### src/rtl/bitbakery_serial_tx_sched_pkg.sv
// bitbakery_serial_tx_sched_pkg: shared constants, FSM states and packet field encodings
package bitbakery_serial_tx_sched_pkg;
  localparam logic [7:0] SOF_BYTE = 8'hA5;
  typedef enum logic [2:0] {S_IDLE, S_START, S_WAIT, S_NEXT, S_DONE} state_t;
  typedef enum logic [1:0] {F_SOF, F_HDR, F_PAY, F_CHK} field_t;
  function automatic logic [7:0] hdr_byte(input logic s, input logic [3:0] l);
    return {s, 3'b000, l};
  endfunction
endpackage

### src/rtl/bitbakery_serial_tx_sched_if.sv
// bitbakery_serial_tx_sched_if: requester and transmitter handshake bundle
interface bitbakery_serial_tx_sched_if;
  logic req_a, req_b;
  logic [3:0] len_a, len_b;
  logic [7:0] data_a, data_b;
  logic [3:0] idx;
  logic sel, done_a, done_b, busy;
  logic [7:0] tx_dados;
  logic tx_iniciar, tx_fim;
  modport master (
    output req_a, req_b, len_a, len_b, data_a, data_b, tx_fim,
    input  idx, sel, done_a, done_b, busy, tx_dados, tx_iniciar
  );
  modport slave (
    input  req_a, req_b, len_a, len_b, data_a, data_b, tx_fim,
    output idx, sel, done_a, done_b, busy, tx_dados, tx_iniciar
  );
endinterface

### src/rtl/bitbakery_serial_tx_sched_fd.sv
// bitbakery_serial_tx_sched_fd: packet datapath with byte mux, checksum, index and grant latches
module bitbakery_serial_tx_sched_fd
  import bitbakery_serial_tx_sched_pkg::*;
(
  input  logic       clock,
  input  logic       reset,
  input  logic       load,
  input  logic       adv,
  input  logic       show,
  input  logic       gnt_sel,
  input  logic [3:0] gnt_len,
  input  logic [7:0] data_a,
  input  logic [7:0] data_b,
  output logic [3:0] idx,
  output logic       sel,
  output logic       field_chk,
  output logic [7:0] tx_dados
);
  field_t field;
  logic [3:0] len;
  logic [7:0] chk, cur;
  logic last_pay;
  always_comb begin
    cur = field == F_SOF ? SOF_BYTE :
          field == F_HDR ? hdr_byte(sel, len) :
          field == F_PAY ? (sel ? data_b : data_a) : chk;
    last_pay = !(idx < len - 4'd1);
    tx_dados = show ? cur : 8'h00;
    field_chk = field == F_CHK;
  end
  always_ff @(posedge clock) begin
    if (reset || load) begin
      field <= F_SOF;
      len   <= reset ? 4'd0 : gnt_len;
      sel   <= reset ? 1'b0 : gnt_sel;
      idx   <= 4'd0;
      chk   <= 8'h00;
    end else if (adv) begin
      chk   <= (field == F_HDR || field == F_PAY) ? chk ^ cur : chk;
      field <= field == F_SOF ? F_HDR :
               field == F_HDR ? (len == 4'd0 ? F_CHK : F_PAY) :
               field == F_PAY ? (last_pay ? F_CHK : F_PAY) : F_CHK;
      idx   <= (field == F_PAY && !last_pay) ? idx + 4'd1 : idx;
    end
  end
endmodule

### src/rtl/bitbakery_serial_tx_sched.sv
// bitbakery_serial_tx_sched: round-robin two-requester packet scheduler feeding a byte transmitter
module bitbakery_serial_tx_sched
  import bitbakery_serial_tx_sched_pkg::*;
(
  input logic clock,
  input logic reset,
  bitbakery_serial_tx_sched_if.slave bus
);
  state_t state, state_nxt;
  logic last, gnt_sel, load, adv, show, field_chk, sel;
  logic [3:0] gnt_len, idx;
  logic [7:0] tx_dados;
  // on a tie the requester not served last wins; last resets to B so A wins first
  assign gnt_sel = (bus.req_a && bus.req_b) ? !last : bus.req_b;
  assign gnt_len = gnt_sel ? bus.len_b : bus.len_a;
  always_ff @(posedge clock) begin
    if (reset) begin
      state <= S_IDLE;
      last  <= 1'b1;
    end else begin
      state <= state_nxt;
      if (state == S_DONE) last <= sel;
    end
  end
  always_comb begin
    state_nxt = state;
    load = 1'b0;
    adv = 1'b0;
    case (state)
      S_IDLE: begin
        load = bus.req_a || bus.req_b;
        state_nxt = load ? S_START : S_IDLE;
      end
      S_START: state_nxt = S_WAIT;
      S_WAIT:  state_nxt = bus.tx_fim ? S_NEXT : S_WAIT;
      S_NEXT: begin
        adv = 1'b1;
        state_nxt = field_chk ? S_DONE : S_START;
      end
      S_DONE:  state_nxt = S_IDLE;
      default: state_nxt = S_IDLE;
    endcase
  end
  assign show = state == S_START || state == S_WAIT;
  bitbakery_serial_tx_sched_fd u_fd (
    .clock(clock), .reset(reset), .load(load), .adv(adv), .show(show),
    .gnt_sel(gnt_sel), .gnt_len(gnt_len), .data_a(bus.data_a), .data_b(bus.data_b),
    .idx(idx), .sel(sel), .field_chk(field_chk), .tx_dados(tx_dados)
  );
  assign bus.idx        = idx;
  assign bus.sel        = sel;
  assign bus.tx_dados   = tx_dados;
  assign bus.tx_iniciar = state == S_START;
  assign bus.busy       = state != S_IDLE;
  assign bus.done_a     = state == S_DONE && !sel;
  assign bus.done_b     = state == S_DONE && sel;
endmodule
### src/flat_wrapper.sv
// flat-port wrapper written by rule: the top's interface ports become plain ports
module bitbakery_serial_tx_sched_flat import bitbakery_serial_tx_sched_pkg::*;
  (clock, reset, bus_req_a, bus_req_b, bus_len_a, bus_len_b, bus_data_a, bus_data_b, bus_tx_fim, bus_idx, bus_sel, bus_done_a, bus_done_b, bus_busy, bus_tx_dados, bus_tx_iniciar);
  bitbakery_serial_tx_sched_if bus_i ();
  input logic clock;
  input logic reset;
  input wire logic [$bits(bus_i.req_a)-1:0] bus_req_a;
  input wire logic [$bits(bus_i.req_b)-1:0] bus_req_b;
  input wire logic [$bits(bus_i.len_a)-1:0] bus_len_a;
  input wire logic [$bits(bus_i.len_b)-1:0] bus_len_b;
  input wire logic [$bits(bus_i.data_a)-1:0] bus_data_a;
  input wire logic [$bits(bus_i.data_b)-1:0] bus_data_b;
  input wire logic [$bits(bus_i.tx_fim)-1:0] bus_tx_fim;
  output wire logic [$bits(bus_i.idx)-1:0] bus_idx;
  output wire logic [$bits(bus_i.sel)-1:0] bus_sel;
  output wire logic [$bits(bus_i.done_a)-1:0] bus_done_a;
  output wire logic [$bits(bus_i.done_b)-1:0] bus_done_b;
  output wire logic [$bits(bus_i.busy)-1:0] bus_busy;
  output wire logic [$bits(bus_i.tx_dados)-1:0] bus_tx_dados;
  output wire logic [$bits(bus_i.tx_iniciar)-1:0] bus_tx_iniciar;
  assign bus_i.req_a = bus_req_a;
  assign bus_i.req_b = bus_req_b;
  assign bus_i.len_a = bus_len_a;
  assign bus_i.len_b = bus_len_b;
  assign bus_i.data_a = bus_data_a;
  assign bus_i.data_b = bus_data_b;
  assign bus_i.tx_fim = bus_tx_fim;
  assign bus_idx = bus_i.idx;
  assign bus_sel = bus_i.sel;
  assign bus_done_a = bus_i.done_a;
  assign bus_done_b = bus_i.done_b;
  assign bus_busy = bus_i.busy;
  assign bus_tx_dados = bus_i.tx_dados;
  assign bus_tx_iniciar = bus_i.tx_iniciar;
  bitbakery_serial_tx_sched u_core (.clock(clock), .reset(reset), .bus(bus_i));
endmodule
### config.mk
export PLATFORM = sky130hd
export DESIGN_NAME = bitbakery_serial_tx_sched_flat
export DESIGN_NICKNAME = d
export VERILOG_FILES = /design/src/rtl/bitbakery_serial_tx_sched_pkg.sv /design/src/rtl/bitbakery_serial_tx_sched_if.sv /design/src/rtl/bitbakery_serial_tx_sched_fd.sv /design/src/rtl/bitbakery_serial_tx_sched.sv /design/src/flat_wrapper.sv
export SDC_FILE = /design/constraint.sdc
export NUM_CORES = 1
export LEC_CHECK = 0
export ABC_AREA = 1
export ABC_CLOCK_PERIOD_IN_PS = 2700
export BUFFER_PORTS_ARGS = -buffer_cell sky130_fd_sc_hd__buf_2
export CAP_MARGIN = 5
export CORE_MARGIN = 5
export CORE_UTILIZATION = 52
export CTS_BUF_LIST = sky130_fd_sc_hd__clkbuf_16
export CTS_CLUSTER_DIAMETER = 80
export DETAILED_ROUTE_END_ITERATION = 8
export HOLD_SLACK_MARGIN = 0.06
export PLACE_DENSITY = 0.88
export SETUP_SLACK_MARGIN = 0.1
export SLEW_MARGIN = 15
export SYNTH_ARGS = -nofsm -noshare
export SYNTH_HDL_FRONTEND = slang
export SYNTH_SLANG_ARGS = --single-unit
### constraint.sdc
create_clock -name clock -period 2.7 [get_ports clock]
set_clock_uncertainty 0.2 [all_clocks]
set_input_delay 0.135 -clock clock [delete_from_list [all_inputs] [get_ports clock]]
set_output_delay 0.135 -clock clock [all_outputs]
set_load 0.05 [all_outputs]
==> results.ini, run 1 <==
[placed_design]
port_buffers = 45
hpwlAfterDp_mm = 2.87
place_congestion = 0.799

[sta]
rsz0062_at_grt = false
fmax_ghz = 0.420
tightest_slew_ns = 0.504
period_share_pct = 88.2
finalHoldViolCount = 0
maxSlewViolCount = 0
slew_headroom_pct = 66.4
setup_viol = 0
fin_crit_ns = 2.38

[clock_tree]
root_buffer = clkbuf_16
cts_buffers = 3
cts_setup_buffers = 0
cts_tree = done
clk_pin_slew_ns = 0.06
clk_path_buf_depth = 2
cts.sinks = 23
clock_latency_ns = 0.25
htreeDepth = 1

[die]
ioPinCount = 46
die_area_sq_mm = 0.00426
start_util_pct = 53.3
die_h_um = 65.3
rows = 20
fp.dieW_um = 65.3
core_area_sq_mm = 0.00298

[grt]
grt_max_degree = 14
antenna_found_initial = 0
globalRouteOverflowTotal = 0
grt_pass1_vias = 1477
grt_usage_pct = 18.9
grt_pass1_wl_mm = 6.44

[logic_synthesis]
avgSynthCellArea_sq_um = 6.76
ys_seq_area_share_pct = 32.2
netlist_area_sq_mm = 0.00159
syn-num-nets = 273
ys_ff_latch = 23
yosysWarnings = 0
synthCells = 235
yosys.cell_types.count = 28

[worst_hold_path]
hold_depth = 4
worstHoldStart = bus_tx_fim
hold-path-endpoint = u_core.state[0]
min_path_type = input pin to register

[finish]
layout_commonest_cell = nand2_1
fin_util_pct = 67.4
final_cell_mix = 62 x nand2_1, 45 x buf_2, 35 x nor2_1, 24 x inv_1, 18 x dfxtp_1
area_delta_synth_final_pct = 26.4
nets = 329
drive_gt1_share_pct = 22.1
antenna_cells = 0

[detailed_routing]
drc_errors = 0
vias_per_cell = 5.10
antenna_left = 0
dr_total_vias = 1646
avgRoutedWirePerCell_um = 11.7
routed_wl_mm = 3.78
drt_iter0_drc = 83
drtPass1Iterations = 4

[power]
leakage_nw = 0.984
power.internal_mw = 0.650
combPwrFrac_pct = 27.7
clock_power_share_pct = 32.1
seq_power_share_pct = 40.2
peakVddDrop_mv = 0.330
p_per_area_mw_per_mm2 = 485
p_sw_mw = 0.323
netSwitchingFraction_pct = 33.2
power_mw = 0.973

[worst_setup_path]
endpoint_kind = output pin
worstPathArrival_ns = 2.05
worstPathMaxFanout = 12
critical_path_class = register to output pin
crit_start = u_core.u_fd.sel
reg2reg_depth = 9
startpoint_type = register
r2r_end = u_core.u_fd.idx[1]
rr_startpoint = u_core.u_fd.len[2]
required_ns = 2.37
r2r_setup_slack_ns = 0.53

[run]
cap_violations = 0

[status]
status = finished clean

-- critical path, stage by stage (launching register included) --
cell and delay [ns]:
edfxtp_1 0.66, clkinvlp_4 0.34, nand2_1 0.12, nand3_1 0.08, nand2_1 0.08, nand2_1 0.06
a21oi_1 0.16, buf_2 0.29
-- logic make-up after synthesis --
family / share of synthesized area (%)
xor gates and xnor gates: 1.66
DFF: 32.2
AOI/OAI and AO/OA: 12.6
and+or+nand+nor: 37.7
buffers and inverters: 8.75
adders and majority gates: 7.09
-- sequential cells by signal, summed over array words and instances, names as in the netlist --
name               cells
u_core.u_fd.chk        8
u_core.u_fd.idx        4
u_core.u_fd.len        4
u_core.state           3
u_core.u_fd.field      2
u_core.last            1
u_core.u_fd.sel        1
-- worst max-delay path by stage --
| stage | slack, ns | to |
|---|---|---|
| global placement | 0.63 | bus_tx_dados[1] |
| detailed placement | 0.56 | u_core.u_fd.idx[1] |
| floorplan | -0.10 | bus_tx_dados[4] |
| global route | 0.12 | bus_tx_dados[0] |
| CTS | 0.29 | bus_tx_dados[0] |
| finish | 0.32 | bus_tx_dados[0] |
-- metrics by stage --
stage               setup WS, ns  instances  TNS, ns  hold slack (ns)  instance area [sq um]
detailed placement         0.555        310        0            0.165                   1830
finish                     0.320        323        0           0.0812                   2010
CTS                        0.291        323        0           0.0906                   2000
global route               0.124        323        0            0.109                   2010
floorplan                 -0.104        235   -0.207          0.00738                   1590
global placement           0.626        310        0            0.158                   1830
-- area by class of cell --
| cell class | instances | area, sq um |
|---|---|---|
| fillers | 266 | 971 |
| well taps | 33 | 41.3 |
| repair buffers | 54 | 315 |
| flip-flops and latches | 23 | 510 |
| clock inverters | 1 | 3.75 |
| multi-input cells | 178 | 938 |
| inverters | 31 | 123 |
| clock buffers | 3 | 75.1 |
-- cell usage after synthesis (all sizes together) --
cell type	number	area, sq um
edfxtp	5	150
nor3b	2	26.3
nand4	5	31.3
ha	9	113
a31oi	2	12.5
nand2	64	245
a21oi	17	85.1
inv	29	111
xnor2	1	8.76
nor2	37	171
o211ai	3	22.5
buf	3	20.0
nand3	16	95.1
nor3	5	30.0
dfxtp	18	360
xor2	2	17.5
o21ai	13	65.1
o21bai	2	15.0
clkinv	2	7.51
-- power groups by stage --
stage                     sequential [mW]  clock (mW)  combinational (mW)
after floorplan                     0.394           0               0.191
after global placement              0.395           0               0.254
after detailed placement            0.396           0               0.258
after CTS                           0.389       0.314               0.271
after global routing                0.392       0.332               0.298
final                               0.391       0.313               0.270
-- repair_timing --
action,CTS,global route
hold buffers,9,0
endpoints found under the setup margin,0,1
gates resized for setup,0,1
endpoints found under the hold margin,7,0
-- layer usage --
layer	global-route usage [%]	wire (um)	share of wire, %
met4	6.22	38	1.0
met2	33.2	1770	47
met5	0	0	0
met1	23.6	1720	46
met3	2.56	247	6.5
Note: power is estimated with default switching activity, not from simulation.
==> inputs of run 2 (changes only) <==
CORE_UTILIZATION = 40   (was 52)
PLACE_DENSITY = 0.72   (was 0.88)
RECOVER_POWER = 50   (was unset)
==> run 2 against run 1 <==
Compared with the run above:
- die area increased by 25%
- combinational power decreased by 2%
- final cell count increased by 5.3%
- sequential power about the same
- final area increased by 0.19%
- sequential share of layout area about the same
- largest power group unchanged
==> results.ini, run 2 (synthesis gave the netlist of run 1 again) <==
[grt]
grt_pass1_wl_mm = 6.62  ; +2.7%
grt_pass1_vias = 1624  ; +10%
grt_usage_pct = 15.1  ; -3.8 points
grt_max_degree = 14  ; unchanged
antenna_found_initial = 0  ; unchanged
globalRouteOverflowTotal = 0  ; unchanged

[sta]
layout_setup_ws_ns = 0.337  ; +0.0173 ns
finalHoldViolCount = 0  ; unchanged
tightest_slew_ns = 0.602  ; +0.0981 ns
slew_headroom_pct = 60.1  ; -6.4 points
fmax_ghz = 0.423  ; +0.73%
fin_crit_ns = 2.36  ; -0.0173 ns
maxSlewViolCount = 0  ; unchanged
period_share_pct = 87.5  ; -0.64 points
rsz0062_at_grt = false
setup_viol = 0  ; unchanged

[detailed_routing]
drtPass1Iterations = 4  ; unchanged
routed_wl_mm = 3.84  ; +1.4%
drc_errors = 0  ; unchanged
dr_total_vias = 1630  ; -0.97%
drt_iter0_drc = 97  ; +17%
avgRoutedWirePerCell_um = 11.3  ; -3.6%
antenna_left = 0  ; unchanged
vias_per_cell = 4.79  ; -5.9%

[finish]
fillers = 423  ; +59%
drive_gt1_share_pct = 17.9  ; -4.1 points
layout_commonest_cell = nand2_1
antenna_cells = 0  ; unchanged
nets = 329  ; unchanged
largest_reg_flops = 8  ; unchanged
reg.largest.list = u_core.u_fd.chk: 8 flops, u_core.u_fd.idx: 4 flops, u_core.u_fd.len: 4 flops
regMostFlops = u_core.u_fd.chk
area_delta_synth_final_pct = 26.6
final_cell_mix = 64 x nand2_1, 36 x buf_2, 35 x nor2_1, 25 x inv_1, 18 x dfxtp_1
fin_util_pct = 51.4  ; -16 points

[placed_design]
port_buffers = 45  ; unchanged
place_congestion = 0.778  ; -2.7%
hpwlAfterDp_mm = 2.94  ; +2.2%
pre_cts_ws_ns = 0.581  ; +0.0255 ns

[worst_setup_path]
slowest_delay_ns = 0.61  ; -0.05 ns
startpoint_type = register
critical_path_class = register to output pin
worstPathArrival_ns = 2.03  ; -0.02 ns
endpoint_kind = output pin
worstPathMaxFanout = 12  ; unchanged
required_ns = 2.37  ; about the same
crit_path_frequent_cell = nand2_1
cp_slowest_cell = edfxtp_1
crit_chain = clkinv_1 > nand2_1 > nand3_1 > nand2_1 > nand2_1 > a21oi_1 > buf_2
reg2reg_depth = 9  ; unchanged

[power]
netSwitchingFraction_pct = 33.8  ; +0.57 points
seq_power_share_pct = 39.8  ; -0.4 points
clock_power_share_pct = 33.1  ; +1.0 points
combPwrFrac_pct = 27.1  ; -0.6 points
p_sw_mw = 0.330  ; +2.0%
power.internal_mw = 0.646  ; -0.62%
p_per_area_mw_per_mm2 = 485  ; about the same
peakVddDrop_mv = 0.259  ; -21%
leakage_nw = 0.948  ; -3.6%

[die]
core_area_sq_mm = 0.00391  ; +31%
rows = 23  ; +15%
die_h_um = 73.0  ; +12%
ioPinCount = 46  ; unchanged
die_area_sq_mm = 0.00533  ; +25%
start_util_pct = 40.6  ; -13 points
fp.dieW_um = 73.0  ; +12%

[clock_tree]
clk_path_buf_depth = 2  ; unchanged
htreeDepth = 1  ; unchanged
cts_tree = done
cts.sinks = 23  ; unchanged
clock_latency_ns = 0.26  ; about the same
cts_setup_buffers = 0  ; unchanged
cts_buffers = 3  ; unchanged
root_buffer = clkbuf_16
clk_pin_slew_ns = 0.06  ; about the same

[run]
cap_violations = 0  ; unchanged

[status]
status = finished clean

[worst_hold_path]
min_path_type = input pin to register
hold_depth = 3  ; -1

[run 2: cell count changes in the layout (fill, tap and decap cells not counted), moves of 2 or more]
cell / change
buf_2: -9
clkbuf_1: +9
nand2_1: +2
nand2_2: -2
[run 2: layout make-up]
class                      instances  area (sq um)  area share (%)
inverter                          31           119            5.91
clock inverter                     1          3.75           0.187
sequential                        23           510            25.4
timing repair buffer              54           304            15.1
tap                               50          62.6            3.11
multi-input combinational        178           936            46.5
clock buffer                       3          75.1            3.73
[run 2: routing by layer]
layer | vias up | GRT usage, % | wire [um]
li1 | 877 | - | -
met4 | 0 | 4.92 | 51
met1 | 710 | 18.4 | 1740
met2 | 38 | 27.2 | 1800
met5 | - | 0 | 0
met3 | 5 | 1.79 | 245
[run 2: worst max-delay path: cells and delay by family (launching register included)]
family	cells	cell delay, ns
simple gates	4	0.36
compound gates	1	0.14
buf+inv	2	0.67
flops	1	0.61
[run 2: path summary, 6_finish.rpt]
kind / startpoint / end / slack, ns
worst min register to register: u_core.u_fd.chk[4] / u_core.u_fd.chk[4] / 0.30
worst min-delay path: bus_req_b / u_core.u_fd.sel / 0.09
worst max-delay path: u_core.u_fd.sel / bus_tx_dados[0] / 0.34
worst max register to register: u_core.u_fd.len[2] / u_core.u_fd.idx[0] / 0.55
[run 2: power by group through the flow]
| stage | Clock [mW] | Combinational (mW) | Sequential (mW) |
|---|---|---|---|
| 4_1_cts | 0.326 | 0.271 | 0.389 |
| 2_1_floorplan | 0 | 0.191 | 0.394 |
| 3_5_place_dp | 0 | 0.258 | 0.396 |
| 5_1_grt | 0.340 | 0.292 | 0.391 |
| 3_3_place_gp | 0 | 0.255 | 0.395 |
| 6_report | 0.323 | 0.264 | 0.388 |
[run 2: repair_timing]
item,in CTS,in global routing
hold buffers,9,0
gates resized for setup,0,1
setup endpoints to repair,0,1
endpoints found under the hold margin,7,0
[run 2: stage by stage]
| step | cell area [sq um] | total power [mW] | hold slack [ns] | std cells | TNS [ns] |
|---|---|---|---|---|---|
| after floorplan | 1590 | 0.585 | 0.00738 | 235 | -0.207 |
| after global placement | 1860 | 0.650 | 0.159 | 327 | 0 |
| after detailed placement | 1860 | 0.654 | 0.161 | 327 | 0 |
| after CTS | 2020 | 0.985 | 0.0868 | 340 | 0 |
| after global routing | 2010 | 1.02 | 0.121 | 340 | 0 |
| final | 2010 | 0.975 | 0.0880 | 340 | 0 |
